$ cat src/rtl/spi_reg_slave.sv
// spi_reg_slave: CPOL=0 SPI slave, oversampled in clk, bridging a host to a register file.
// Frame = R/W bit, ADDR_W address bits, then DATA_W-bit words with optional address auto-increment.
module spi_reg_slave #(
   parameter int ADDR_W      = 7,
   parameter int DATA_W      = 8,
   parameter int SYNC_STAGES = 2,
   parameter int RD_LAT      = 1,
   parameter bit BURST_EN    = 1'b1
) (
   input  logic              clk,
   input  logic              rst_n,
   input  logic              sclk,
   input  logic              cs_n,
   input  logic              mosi,
   output logic              miso,
   output logic              miso_oe,
   output logic              wr_en,
   output logic [ADDR_W-1:0] wr_addr,
   output logic [DATA_W-1:0] wr_data,
   output logic              rd_req,
   output logic [ADDR_W-1:0] rd_addr,
   input  logic [DATA_W-1:0] rd_data,
   output logic              frame_err,
   output logic              busy
);
   localparam int MW = ADDR_W > DATA_W ? ADDR_W : DATA_W;
   localparam int CW = $clog2(MW + 1);
   typedef enum logic [2:0] {IDLE, CMD, ADDR, WDATA, RDATA, SKIP} state_t;
   state_t state_q, state_d;
   logic [SYNC_STAGES-1:0] sclk_sr, cs_sr, mosi_sr;
   logic sclk_s, cs_s, mosi_s, sclk_q, rise, fe, rw, in_data, stop, addr_end, word_end, load;
   logic [CW-1:0] cnt;
   logic [ADDR_W-1:0] addr, addr_nxt;
   logic [DATA_W-1:0] sh, sh_nxt;
   logic [3:0] dly_q;
   logic [4:0] dly;
   assign sclk_s   = sclk_sr[SYNC_STAGES-1];
   assign cs_s     = cs_sr[SYNC_STAGES-1];
   assign mosi_s   = mosi_sr[SYNC_STAGES-1];
   assign rise     = sclk_s & ~sclk_q;
   // a fall coinciding with cs_n rise is dropped so the abort rule sees the partial word
   assign fe       = ~sclk_s & sclk_q & ~cs_s;
   assign in_data  = state_q == WDATA || state_q == RDATA;
   assign stop     = cs_s && state_q != IDLE;
   assign addr_end = fe && state_q == ADDR && cnt == CW'(ADDR_W - 1);
   assign word_end = fe && in_data && cnt == CW'(DATA_W - 1);
   assign addr_nxt = {addr[ADDR_W-2:0], mosi_s};
   assign sh_nxt   = {sh[DATA_W-2:0], mosi_s};
   assign dly      = {dly_q, rd_req};
   assign load     = |(dly & (5'd1 << RD_LAT));
   assign busy     = ~cs_s;
   always_ff @(posedge clk or negedge rst_n)
      if (!rst_n) state_q <= IDLE;
      else state_q <= state_d;
   always_comb begin
      state_d = state_q;
      if (cs_s) state_d = IDLE;
      else if (state_q == IDLE) state_d = CMD;
      else if (fe && state_q == CMD) state_d = ADDR;
      else if (addr_end) state_d = rw ? RDATA : WDATA;
      else if (word_end && !BURST_EN) state_d = SKIP;
   end
   always_ff @(posedge clk or negedge rst_n)
      if (!rst_n) begin
         sclk_sr   <= '0;
         cs_sr     <= '1;
         mosi_sr   <= '0;
         sclk_q    <= 1'b0;
         dly_q     <= '0;
         rw        <= 1'b0;
         cnt       <= '0;
         addr      <= '0;
         sh        <= '0;
         miso      <= 1'b0;
         miso_oe   <= 1'b0;
         wr_en     <= 1'b0;
         wr_addr   <= '0;
         wr_data   <= '0;
         rd_req    <= 1'b0;
         rd_addr   <= '0;
         frame_err <= 1'b0;
      end else begin
         sclk_sr   <= {sclk_sr[SYNC_STAGES-2:0], sclk};
         cs_sr     <= {cs_sr[SYNC_STAGES-2:0], cs_n};
         mosi_sr   <= {mosi_sr[SYNC_STAGES-2:0], mosi};
         sclk_q    <= sclk_s;
         dly_q     <= dly[3:0];
         wr_en     <= word_end && state_q == WDATA;
         rd_req    <= (addr_end && rw) || (word_end && state_q == RDATA && BURST_EN);
         frame_err <= stop && (state_q == CMD || state_q == ADDR || (in_data && |cnt));
         cnt       <= (cs_s || addr_end || word_end || state_q == CMD) ? '0 :
                      (fe && (state_q == ADDR || in_data)) ? cnt + 1'b1 : cnt;
         if (fe && state_q == CMD) rw <= mosi_s;
         if (fe && state_q == ADDR) addr <= addr_nxt;
         if (addr_end) rd_addr <= addr_nxt;
         if (word_end) begin
            addr    <= addr + 1'b1;
            rd_addr <= addr + 1'b1;
         end
         if (word_end && state_q == WDATA) begin
            wr_addr <= addr;
            wr_data <= sh_nxt;
         end
         sh      <= load ? rd_data : (fe && state_q == WDATA) ? sh_nxt :
                    (rise && state_q == RDATA) ? {sh[DATA_W-2:0], 1'b0} : sh;
         miso    <= (cs_s || state_q != RDATA) ? 1'b0 : rise ? sh[DATA_W-1] : miso;
         miso_oe <= (cs_s || state_q != RDATA) ? 1'b0 : rise | miso_oe;
      end
endmodule

$ cat config.mk
export PLATFORM = sky130hd
export DESIGN_NAME = spi_reg_slave
export DESIGN_NICKNAME = d
export VERILOG_FILES = /design/src/rtl/spi_reg_slave.sv
export SDC_FILE = /design/constraint.sdc
export NUM_CORES = 1
export LEC_CHECK = 0
export BUFFER_PORTS_ARGS = -buffer_cell sky130_fd_sc_hd__buf_4
export CORE_UTILIZATION = 45
export CTS_BUF_LIST = sky130_fd_sc_hd__clkbuf_8
export DETAILED_ROUTE_END_ITERATION = 10
export PLACE_DENSITY = 0.72
export SETUP_SLACK_MARGIN = 0.5
export SLEW_MARGIN = 20
export SYNTH_ARGS = -nofsm -noshare
export SYNTH_HDL_FRONTEND = slang
export SYNTH_SLANG_ARGS = --single-unit
$ cat constraint.sdc
create_clock -name clk -period 6.95 [get_ports clk]
set_clock_uncertainty 0.1 [all_clocks]
set_input_delay 1.0425 -clock clk [delete_from_list [all_inputs] [get_ports clk]]
set_output_delay 1.0425 -clock clk [all_outputs]
set_load 0.02 [all_outputs]
* Yosys cells after proc, flatten, opt, wreduce, memory -nomap -nowiden
Cells that the tools add are included.
Storage, ports and cells: bits of input ports 13, register bits after elaboration 58
Cells by class: reduce and logical (&&, ||, !) cells 32, $add $sub $neg 2, bitwise logic cells 7, multiplexer cells 17, equal/unequal tests 7
Operator list (count):
- $mux W7 | 4
- $mux W8 | 3
- $mux W3 | 5
- $logic_and A1 B1 Y1 | 14
- $logic_or A1 B1 Y1 | 9
- $eq A4 B3 Y1 const B | 2
- $mux W4 | 2
- $reduce_bool A2 Y1 | 4
- $add A7 B1 Y7 const B | 1
- $eq A3 B2 Y1 const B | 2
- $reduce_bool A3 Y1 | 2
- $add A4 B1 Y4 const B | 1
- $reduce_bool A4 Y1 | 1
- $reduce_or A4 Y1 | 1
- $and A1 B1 Y1 | 3
- $eq A3 B1 Y1 const B | 1
- $eq A3 B3 Y1 const B | 1
- $logic_not A3 Y1 | 1
- $mux W1 | 3
- $ne A3 B3 Y1 const B | 1
- $not A1 Y1 | 3
- $or A1 B1 Y1 | 1

* Depth between registers and ports, before layout
Gate-level depths: netlist of the first run.
word-level depth 9, depth in mapped cells 7

* Least setup slack after synthesis of the first run
OpenSTA, ideal clock, no wires.
kind reg2reg, start point reg cs_sr[1], end point reg rd_addr[5], data required time 6.724 ns, path slack 4.753 ns, path buffers 1, cell stages (with the launch flop) 6, data arrival time 1.971 ns, setup time 0.126 ns, clock period less this slack 2.197 ns, cell sequence dfstp_2 or3b_1 clkbuf_2 or4_4 mux2_4 a221o_1
Between the ends: cells in the longest elaborated chain, start to end 5, elaborated cells between the ends (all ways) 8, those cells by class mux (1); bitwise (2); reduce/logical (5)
RTL lines:
- from (decl) | line 30 | logic [SYNC_STAGES-1:0] sclk_sr, cs_sr, mosi_sr;
- from (signal assigned) | line 84 | cs_sr <= {cs_sr[SYNC_STAGES-2:0], cs_n};
- $not A1 Y1 * | line 42 | assign fe = ~sclk_s & sclk_q & ~cs_s;
- $and A1 B1 Y1 * | line 42
- $logic_and A1 B1 Y1, on equally long branches (2 in a row) | line 46, 45
- $mux W7 / $reduce_bool A2 Y1 (equally long branches)
- to (signal assigned) | line 95 | if (addr_end) rd_addr <= addr_nxt;
- to (signal assigned) | line 98 | rd_addr <= addr + 1'b1;
- to (decl) | line 21 | output logic [ADDR_W-1:0] rd_addr,
Mark *: on every way between the ends. The rest lies on a longest branch, timed or not. A chain may end at the register's enable or synchronous reset.

* Worst setup path in the final report of the first run
start point reg sclk_sr[1], end point reg addr[0]
Between the ends: cells in the longest elaborated chain, start to end 6, elaborated cells between the ends (all ways) 8, those cells by class mux (1); bitwise (3); reduce/logical (4)
RTL lines:
- from (decl) | line 30
- from (signal assigned) | line 83 | sclk_sr <= {sclk_sr[SYNC_STAGES-2:0], sclk};
- $not A1 Y1 * | line 42
- $and A1 B1 Y1 * (2 in a row) | line 42
- $logic_and A1 B1 Y1 (2 in a row) | line 46 | assign word_end = fe && in_data && cnt == CW'(DATA_W - 1);
- $mux W7 / $reduce_bool A2 Y1 (equally long branches)
- to (signal assigned) | line 94 | if (fe && state_q == ADDR) addr <= addr_nxt;
- to (signal assigned) | line 97 | addr <= addr + 1'b1;
- to (decl) | line 33 | logic [ADDR_W-1:0] addr, addr_nxt;
Marks and branches as above.

==> results.py, run 1 <==
metrics = {
    "drt": {
        "first_pass_iters": 4,
        "routed_wl_mm": 5.224,
        "routedWlPerCell_um": 14.80,
        "vias": 1887,
        "viasPerCell": 5.346,
        "drc": 0,
        "first_iter_violations": 132,
        "antenna_left": 0,
    },
    "clocking": {
        "numCtsBuffers": 9,
        "post-cts-setup-buffers": 0,
        "cts-resized-gates": 0,
        "cts.htree.levels": 3,
        "cts_max_path_buffers": 2,
        "cts_tree": "built",
        "ctsHoldBuffers": 0,
        "clock-sinks": 58,
        "path_clk_slew_ns": 0.07,
        "cts_root_buf": "clkbuf_8",
        "clk_latency_ns": 0.34,
    },
    "timing": {
        "hold_viol": 0,
        "period_needed_ns": 2.558,
        "setup_slack_ns": 4.392,
        "fin_crit_sh": 0.3681,
        "slew_viol_final": 0,
        "max_freq_mhz": 390.9,
        "tns_ns": 0,
        "grt_setup_unrepaired": "no",
        "setup_viol": 0,
        "hold_slack_ns": 0.2506,
        "worst_slew_pin_slew_ns": 0.9824,
        "maxSlewHeadroom": 0.3422,
    },
    "outcome": {
        "status": "complete, no violations",
    },
    "yosys": {
        "yosys_warnings": 0,
        "synth-seq-cells": 58,
        "post-synth-top-area-cell": "dfrtp_1",
        "yosysMostFrequentCell": "dfrtp_1",
        "netlist_area_mm2": 0.002675,
        "synth_area_leaders": "dfrtp_1 52%, mux2_2 6.7%, mux2i_1 6.0%",
        "post_synth_num_cell_types": 45,
        "netlist_instances": 235,
        "synth_fp_nets": 252,
        "synth_top_area_frac": 0.5239,
        "ys_seq_area_frac": 0.5435,
        "ys_top_cells_by_count": "56 x dfrtp_1, 17 x nand2_1, 16 x mux2_2, 16 x mux2i_1, 16 x o21ai_0",
        "syn_area_per_cell_um2": 11.38,
        "synthFlopType": "dfrtp_1",
        "synth_edf_count": 0,
        "ys_async_sr_fraction": 1.000,
    },
    "finish": {
        "nets": 293,
        "syn2layout_area_growth_pct": 21.61,
        "diodes": 0,
        "fin_util": 0.5801,
        "layoutNonFillerInstCount": 353,
        "drive_above_1_share": 0.2954,
        "nFillCells": 482,
    },
    "placed_design": {
        "pre_cts_slack_ns": 4.435,
        "io_buffers": 40,
        "dp.cells": 337,
        "place.gp.congestion": 0.8322,
        "dp_hpwl_mm": 3.493,
    },
    "die": {
        "ios": 41,
        "die_w_um": 79.10,
        "coreArea_mm2": 0.005608,
        "num_rows": 27,
        "dieArea_mm2": 0.006257,
        "initial_core_util": 0.4770,
        "die_h_um": 79.10,
    },
    "global_routing": {
        "grt_use_total": 0.1892,
        "overflow": 0,
        "grt_pass1_wl_mm": 8.859,
        "grt_pass1_vias": 1842,
        "antenna_found_initial": 0,
        "grt_start_max_net_pins": 59,
    },
    "power_and_ir_drop": {
        "ir_worst_vdd_mv": 0.1555,
        "power.density_mw_per_mm2": 232.7,
        "p_leak_nw": 1.562,
    },
    "run": {
        "maxCapViolCount": 0,
    },
    "critical_path": {
        "critPathMaxFanout": 13,
        "cp.arrival_ns": 2.67,
        "start_kind": "flop",
        "cp-end-kind": "flop",
        "path_class": "flop to flop",
        "crit_required_ns": 7.07,
    },
    "hold_path": {
        "hold_class": "flop to flop",
    },
}
==> registers in the layout, indices dropped and copies added (netlist names) <==
signal and flops:
sh 8, wr_data 8, sclk_q 1, wr_en 1
cnt 4, sclk_sr 2, frame_err 1, addr 7
dly_q 1, state_q 3, miso_oe 1, rd_req 1
wr_addr 7, rd_addr 7, miso 1, cs_sr 2
mosi_sr 2, rw 1
==> cell usage in the layout, fill, tap and decap left out, types with 5 or more instances in the layout <==
cell,count
dfrtp_1,56
buf_4,42
nand2_1,17
o21ai_0,16
mux2_2,16
mux2i_1,16
nor2_1,14
clkbuf_8,10
inv_1,9
a21oi_1,7
nor3_1,6
nor3b_1,5
nor2b_1,5
==> critical path, cell delays in order (launching register included) <==
cell      delay, ns
dfrtp_1        0.42
nor3b_1        0.61
o211ai_1       0.58
mux2i_1        0.23
or3b_2         0.49
==> layout make-up <==
cell class | instances | area, um2 | area share
sequential | 58 | 1454 | 0.4469
multi-input combinational | 158 | 1146 | 0.3523
timing repair buffer | 42 | 315.3 | 0.09692
clock buffer | 10 | 137.6 | 0.04231
tap | 72 | 90.09 | 0.02769
clock inverter | 6 | 83.83 | 0.02577
inverter | 7 | 26.28 | 0.008077
==> per-stage QoR <==
step                power (W)  cell area [um2]
floorplan           0.0003985             2675
global placement    0.0004189             3032
detailed placement  0.0004205             3032
CTS                 0.0007682             3253
global route        0.0007895             3253
finish              0.0007569             3253
==> per-layer routing <==
layer,track usage,wire (um)
met5,0,0
met2,0.2853,2447
met4,0.07455,64
met1,0.2436,2408
met3,0.07471,304
==> cell families (layout without fill, tap and decap cells) <==
| group | Yosys count | count (layout) | share of synthesized area |
|---|---|---|---|
| flops | 58 | 58 | 0.5435 |
| compound gates | 50 | 50 | 0.1277 |
| mux | 33 | 33 | 0.1328 |
| buf+inv | 19 | 65 | 0.02806 |
| xor+xnor | 5 | 5 | 0.01637 |
| simple gates | 66 | 66 | 0.1328 |
| fa+ha+maj | 4 | 4 | 0.01871 |
==> path summary, 6_finish.rpt <==
path / startpoint / to / slack (ns) / cells after the start
min: sclk_sr[0]$_DFF_PN0_ / sclk_sr[1]$_DFF_PN0_ / 0.25 / 0
max in group asynchronous: rst_n / addr[1]$_DFFE_PN0P_ / 5.64 / 1
min reg2reg: sclk_sr[0]$_DFF_PN0_ / sclk_sr[1]$_DFF_PN0_ / 0.25 / 0
max reg2reg: sclk_sr[1]$_DFF_PN0_ / addr[0]$_DFFE_PN0P_ / 4.39 / 4
min in group asynchronous: rst_n / rd_addr[4]$_DFFE_PN0P_ / 0.65 / 1
max: sclk_sr[1]$_DFF_PN0_ / addr[0]$_DFFE_PN0P_ / 4.39 / 4
==> where the power goes <==
group	internal [W]	total (W)	switching, W
logic	0.0000204	0.0000445	0.0000241
clock network	0.000209	0.000343	0.000134
registers	0.000354	0.000369	0.0000154
total	0.000584	0.000757	0.000173
(Power assumes the default switching activity.)
==> run 2: changes to the inputs <==
==> constraint.sdc (replaced) <==
create_clock -name clk -period 2.6 [get_ports clk]
set_clock_uncertainty 0.1 [all_clocks]
set_input_delay 0.39 -clock clk [delete_from_list [all_inputs] [get_ports clk]]
set_output_delay 0.39 -clock clk [all_outputs]
set_load 0.02 [all_outputs]
==> run 2 against run 1 <==
  * Worst setup slack got worse by 3.9 ns
  * Core utilization increased by 1.2 points
  * Sequential share of layout area decreased by 0.90 points
  * Critical path depth unchanged
  * Routed wire length decreased by 1.8%
  * Register-to-register slack got worse by 3.9 ns
  * Clock power increased by 150%
  * Count of clock-buffer cells in the layout decreased by 1
  * Design area increased by 2.2%
  * Via count increased by 3.3%
  * Cell count increased by 2.5%
  * Hold slack got worse by 0.25 ns
  * Largest power group unchanged
  * Highest routed layer unchanged
==> results.py, run 2 (synthesis gave the netlist of run 1 again) <==
metrics = {
    "power_and_ir_drop": {
        "power.density_mw_per_mm2": 592.1,
        "p_leak_nw": 1.610,
        "ir_worst_vdd_mv": 0.3797,
        "p_total_w": 0.001968,
    },
    "global_routing": {
        "overflow": 0,
        "grt_start_max_net_pins": 59,
        "grt_use_total": 0.1875,
        "grt_pass1_vias": 1829,
        "grt_pass1_wl_mm": 8.707,
        "antenna_found_initial": 0,
    },
    "critical_path": {
        "critPathMaxFanout": 4,
        "path_class": "flop to flop",
        "crit_start": "sclk_sr[1]$_DFF_PN0_",
        "ff2ff_setup_slack_ns": 0.50,
        "start_kind": "flop",
        "cp.arrival_ns": 2.22,
        "crit_required_ns": 2.72,
        "r2r-start": "sclk_sr[1]$_DFF_PN0_",
        "cp-end-kind": "flop",
    },
    "drt": {
        "first_iter_violations": 84,
        "viasPerCell": 5.387,
        "antenna_left": 0,
        "drc": 0,
        "first_pass_iters": 4,
        "vias": 1950,
        "routedWlPerCell_um": 14.17,
        "routed_wl_mm": 5.131,
    },
    "finish": {
        "final_cell_mix": "55 x dfrtp_1, 51 x buf_4, 17 x nand2_1",
        "drive_above_1_share": 0.3310,
        "top_regs": "sh: 8 flops, wr_data: 8 flops",
        "diodes": 0,
        "syn2layout_area_growth_pct": 24.23,
        "nets": 302,
        "fin_util": 0.5926,
        "final_common_cell": "dfrtp_1",
    },
    "die": {
        "initial_core_util": 0.4770,
        "ios": 41,
        "coreArea_mm2": 0.005608,
        "dieArea_mm2": 0.006257,
        "num_rows": 27,
        "die_h_um": 79.10,
        "die_w_um": 79.10,
    },
    "timing": {
        "hold_slack_ns": 0.002276,
        "setup_slack_ns": 0.4966,
        "period_needed_ns": 2.103,
        "worst_slew_pin_slew_ns": 0.7259,
        "slew_viol_final": 0,
        "tns_ns": 0,
        "grt_setup_unrepaired": "yes",
        "max_freq_mhz": 475.4,
        "setup_viol": 0,
        "maxSlewHeadroom": 0.5161,
        "hold_viol": 0,
        "fin_crit_sh": 0.8090,
    },
    "run": {
        "maxCapViolCount": 0,
    },
    "hold_path": {
        "hold_class": "input pin to asynchronous set/reset pin",
    },
    "placed_design": {
        "pre_cts_slack_ns": 0.2957,
        "dp_hpwl_mm": 3.400,
        "io_buffers": 40,
        "place.gp.congestion": 0.7887,
    },
    "clocking": {
        "numCtsBuffers": 9,
        "cts_max_path_buffers": 2,
        "cts_tree": "built",
        "clock-sinks": 58,
        "cts_root_buf": "clkbuf_8",
        "path_clk_slew_ns": 0.06,
        "clk_latency_ns": 0.34,
        "cts.htree.levels": 3,
        "ctsHoldBuffers": 0,
    },
    "outcome": {
        "status": "complete, no violations",
    },
}
==> run 2: repair_timing <==
item / 4_1_cts / 5_1_grt
gates resized for setup: 1 / 4
buffers inserted: 3 / 2
endpoints found under the setup margin: 3 / 31
pin swaps: 2 / 2
==> run 2: path summary, 6_finish.rpt <==
path / cells past startpoint / to
worst min-delay path: 1 / cnt[1]$_DFFE_PN0P_
worst max register to register: 4 / rd_addr[5]$_DFFE_PN0P_
worst min register to register: 0 / sclk_sr[1]$_DFF_PN0_
max in group asynchronous: 1 / sclk_sr[1]$_DFF_PN0_
worst max-delay path: 4 / rd_addr[5]$_DFFE_PN0P_
min in group clk: 1 / cs_sr[0]$_DFF_PN1_
==> run 2: critical path, stage by stage, from the launching register on <==
cell	delay, ns
dfrtp_2	0.43
or3b_4	0.41
or4_4	0.46
mux2_4	0.31
a221o_1	0.28
==> run 2: final cells by class <==
type / instances / area, um2
clock buffers: 9 / 123.9
clock inverters: 7 / 80.08
fillers: 499 / 2285
inverters: 7 / 26.28
multi-input cells: 158 / 1165
flip-flops and latches: 58 / 1455
well taps: 72 / 90.09
repair buffers: 51 / 382.9
==> run 2: where the power goes <==
| part | total, W | switching (W) | internal, W |
|---|---|---|---|
| clock | 0.000857 | 0.000334 | 0.000524 |
| sequential | 0.000987 | 0.0000410 | 0.000946 |
| combinational | 0.000124 | 0.0000663 | 0.0000572 |
==> run 2: through the flow <==
step	instances	instance area (um2)
global placement	341	3075
finish	362	3323
CTS	360	3304
detailed placement	341	3075
floorplan	235	2689
global route	362	3323
==> run 2: layer usage <==
metal | part of all wire | vias to the layer above | GRT usage
li1 | - | 947 | -
met1 | 0.47 | 951 | 0.2451
met2 | 0.46 | 43 | 0.2759
met3 | 0.059 | 9 | 0.07701
met4 | 0.013 | 0 | 0.07455
met5 | 0 | - | 0
==> run 3: changes to the inputs <==
--- a/config.mk
+++ b/config.mk
@@ -9,7 +9,7 @@
 export CORE_UTILIZATION = 45
 export CTS_BUF_LIST = sky130_fd_sc_hd__clkbuf_8
 export DETAILED_ROUTE_END_ITERATION = 10
-export PLACE_DENSITY = 0.72
+export PLACE_DENSITY = 0.74
 export SETUP_SLACK_MARGIN = 0.5
 export SLEW_MARGIN = 20
 export SYNTH_ARGS = -nofsm -noshare
==> constraint.sdc (replaced) <==
create_clock -name clk -period 1.92 [get_ports clk]
set_clock_uncertainty 0.1 [all_clocks]
set_input_delay 0.288 -clock clk [delete_from_list [all_inputs] [get_ports clk]]
set_output_delay 0.288 -clock clk [all_outputs]
set_load 0.02 [all_outputs]
==> run 3 against run 2 <==
  * The flow now finishes with violations (setup timing)
  * Largest cell class unchanged
  * Critical path type unchanged
  * Sequential power increased by 37%
  * Cell count up 14%
  * Design area increased by 25%
  * Worst setup slack lost 0.66 ns
  * Count of clock-buffer cells in the layout is 2 higher
  * Hold slack improved by 0.082 ns
  * Routed wire length increased by 47%
  * Core utilization grew 15 points
  * Via count rose by 19%
  * Global-route usage increased by 4.7 points
  * Largest power group unchanged
  * Die area did not move
==> results.py, run 3 (synthesis gave the netlist of run 1 again) <==
metrics = {
    "outcome": {
        "status": "finished with violations",
        "violations": "setup timing",
    },
    "clocking": {
        "cts_max_path_buffers": 2,
        "path_clk_slew_ns": 0.07,
        "clock-sinks": 58,
        "clk_latency_ns": 0.34,
        "cts_tree": "built",
        "numCtsBuffers": 9,
        "cts.htree.levels": 3,
        "cts_root_buf": "clkbuf_8",
    },
    "finish": {
        "final_cell_area_mm2": 0.004138,
        "register_area_mm2": 0.001454,
        "nets": 354,
        "multiInputGateArea_mm2": 0.001410,
        "syn2layout_area_growth_pct": 54.68,
        "drive_above_1_share": 0.5088,
        "nFillCells": 350,
        "top_regs": "sh: 8 flops, wr_data: 8 flops",
        "diodes": 0,
        "final_common_cell": "buf_4",
        "final_cell_mix": "71 x buf_4, 56 x dfrtp_1, 24 x buf_6",
    },
    "die": {
        "coreArea_mm2": 0.005608,
        "die_h_um": 79.10,
        "num_rows": 27,
        "ios": 41,
        "dieArea_mm2": 0.006257,
        "initial_core_util": 0.4770,
        "die_w_um": 79.10,
    },
    "global_routing": {
        "grt_start_max_net_pins": 59,
        "overflow": 0,
        "grt_pass1_wl_mm": 11.15,
        "grt_pass1_vias": 2299,
        "antenna_found_initial": 0,
        "grt_use_total": 0.2349,
    },
    "hold_path": {
        "hold_class": "input pin to flop",
        "min_path_cells": 2,
        "min_to": "sh[0]$_DFFE_PN0P_",
        "min_from": "rd_data[0]",
    },
    "timing": {
        "setup_slack_ns": -0.1669,
        "slew_viol_final": 0,
        "setup_viol": 23,
        "period_needed_ns": 2.087,
        "worst_slew_pin_slew_ns": 0.7311,
        "max_freq_mhz": 479.2,
        "fin_crit_sh": 1.087,
        "maxSlewHeadroom": 0.5126,
        "hold_viol": 0,
        "grt_setup_unrepaired": "yes",
    },
    "critical_path": {
        "crit_start": "cnt[0]$_DFFE_PN0P_",
        "start_kind": "flop",
        "critPathMaxFanout": 3,
        "max_stage_delay_ns": 0.53,
        "path_class": "flop to flop",
        "rr_endpoint": "rd_addr[5]$_DFFE_PN0P_",
        "cp.arrival_ns": 2.21,
        "cp-end-kind": "flop",
        "crit_required_ns": 2.04,
        "ff2ff_setup_slack_ns": -0.17,
        "r2r-start": "cnt[0]$_DFFE_PN0P_",
        "path_cells": "inv_2 > ha_4 > nand3b_1 > or4_4 > mux2_4 > a221o_1",
        "r2r_cells": 6,
        "critPathSlowestCell": "or4_4",
    },
    "power_and_ir_drop": {
        "p_leak_nw": 1.990,
        "ir_worst_vdd_mv": 0.5137,
        "power.density_mw_per_mm2": 709.0,
        "p_total_w": 0.002933,
    },
    "run": {
        "maxCapViolCount": 0,
    },
    "drt": {
        "viasPerCell": 5.618,
        "routedWlPerCell_um": 18.23,
        "antenna_left": 0,
        "first_iter_violations": 184,
        "first_pass_iters": 4,
        "vias": 2326,
        "drc": 0,
        "routed_wl_mm": 7.547,
    },
    "placed_design": {
        "place.gp.congestion": 0.7977,
        "io_buffers": 40,
        "dp_hpwl_mm": 4.015,
        "placed_cell_area_mm2": 0.003312,
    },
}
[run 3: cell types whose count changed in the layout (fill, tap and decap cells not counted), sizes merged]
cell and change:
buf +47, clkbuf +3, clkinv +2, dlygate4sd3 +4, inv -4
[run 3: how the worst max path moves through the flow]
stage,to
after floorplan,rd_addr[5]$_DFFE_PN0P_
after global placement,rd_addr[5]$_DFFE_PN0P_
after detailed placement,rd_addr[6]$_DFFE_PN0P_
after CTS,rd_addr[5]$_DFFE_PN0P_
after global routing,rd_addr[5]$_DFFE_PN0P_
final,rd_addr[5]$_DFFE_PN0P_
[run 3: what timing repair did]
| item | CTS | global route |
|---|---|---|
| pin swaps | 13 | 18 |
| endpoints found under the setup margin | 50 | 51 |
| buffers inserted | 13 | 9 |
| hold endpoints to repair | 59 | 0 |
| hold buffers | 4 | 0 |
| gates cloned | 1 | 1 |
| gates resized for setup | 51 | 53 |
[run 3: metrics by stage]
| stage | TNS (ns) | hold slack [ns] | std cells | utilization | setup WS [ns] |
|---|---|---|---|---|---|
| floorplan | -0.8744 | -0.1076 | 235 | - | -0.2001 |
| CTS | -1.109 | 0.08067 | 404 | 0.6892 | -0.1033 |
| finish | -0.9911 | 0.08440 | 414 | 0.7378 | -0.1669 |
| global route | -3.193 | 0.09068 | 414 | 0.7378 | -0.2096 |
| global placement | -0.2071 | 0.2395 | 370 | 0.5906 | -0.07329 |
| detailed placement | -0.3848 | 0.2484 | 370 | 0.5906 | -0.1150 |
[run 3: critical path: cells and delay by family (launching register included)]
kind	cells	cell delay, ns
multiplexers	1	0.32
AND/OR/NAND/NOR	2	0.61
buffers and inverters	1	0.11
adder cells (fa/ha/maj)	1	0.13
flip-flops	1	0.40
AO/OA/AOI/OAI	1	0.29
[run 3: layout make-up]
class | count | area share
Sequential cell | 58 | 0.3514
Multi-Input combinational cell | 158 | 0.3408
Timing Repair Buffer | 103 | 0.2232
Clock buffer | 11 | 0.03659
Tap cell | 72 | 0.02177
Clock inverter | 5 | 0.01875
Inverter | 7 | 0.007560
[run 3: routing by layer]
layer | global-route usage | vias to the layer above | share of wire
li1 | - | 1056 | -
met1 | 0.3040 | 1185 | 0.41
met2 | 0.3793 | 73 | 0.53
met3 | 0.05977 | 12 | 0.048
met4 | 0.08727 | 0 | 0.016
met5 | 0 | - | 0
[run 3: report_power, final]
group	switching, W	internal, W	total (W)
registers	0.0000674	0.00128	0.00135
logic	0.000146	0.000144	0.000290
clock network	0.000499	0.000797	0.00130
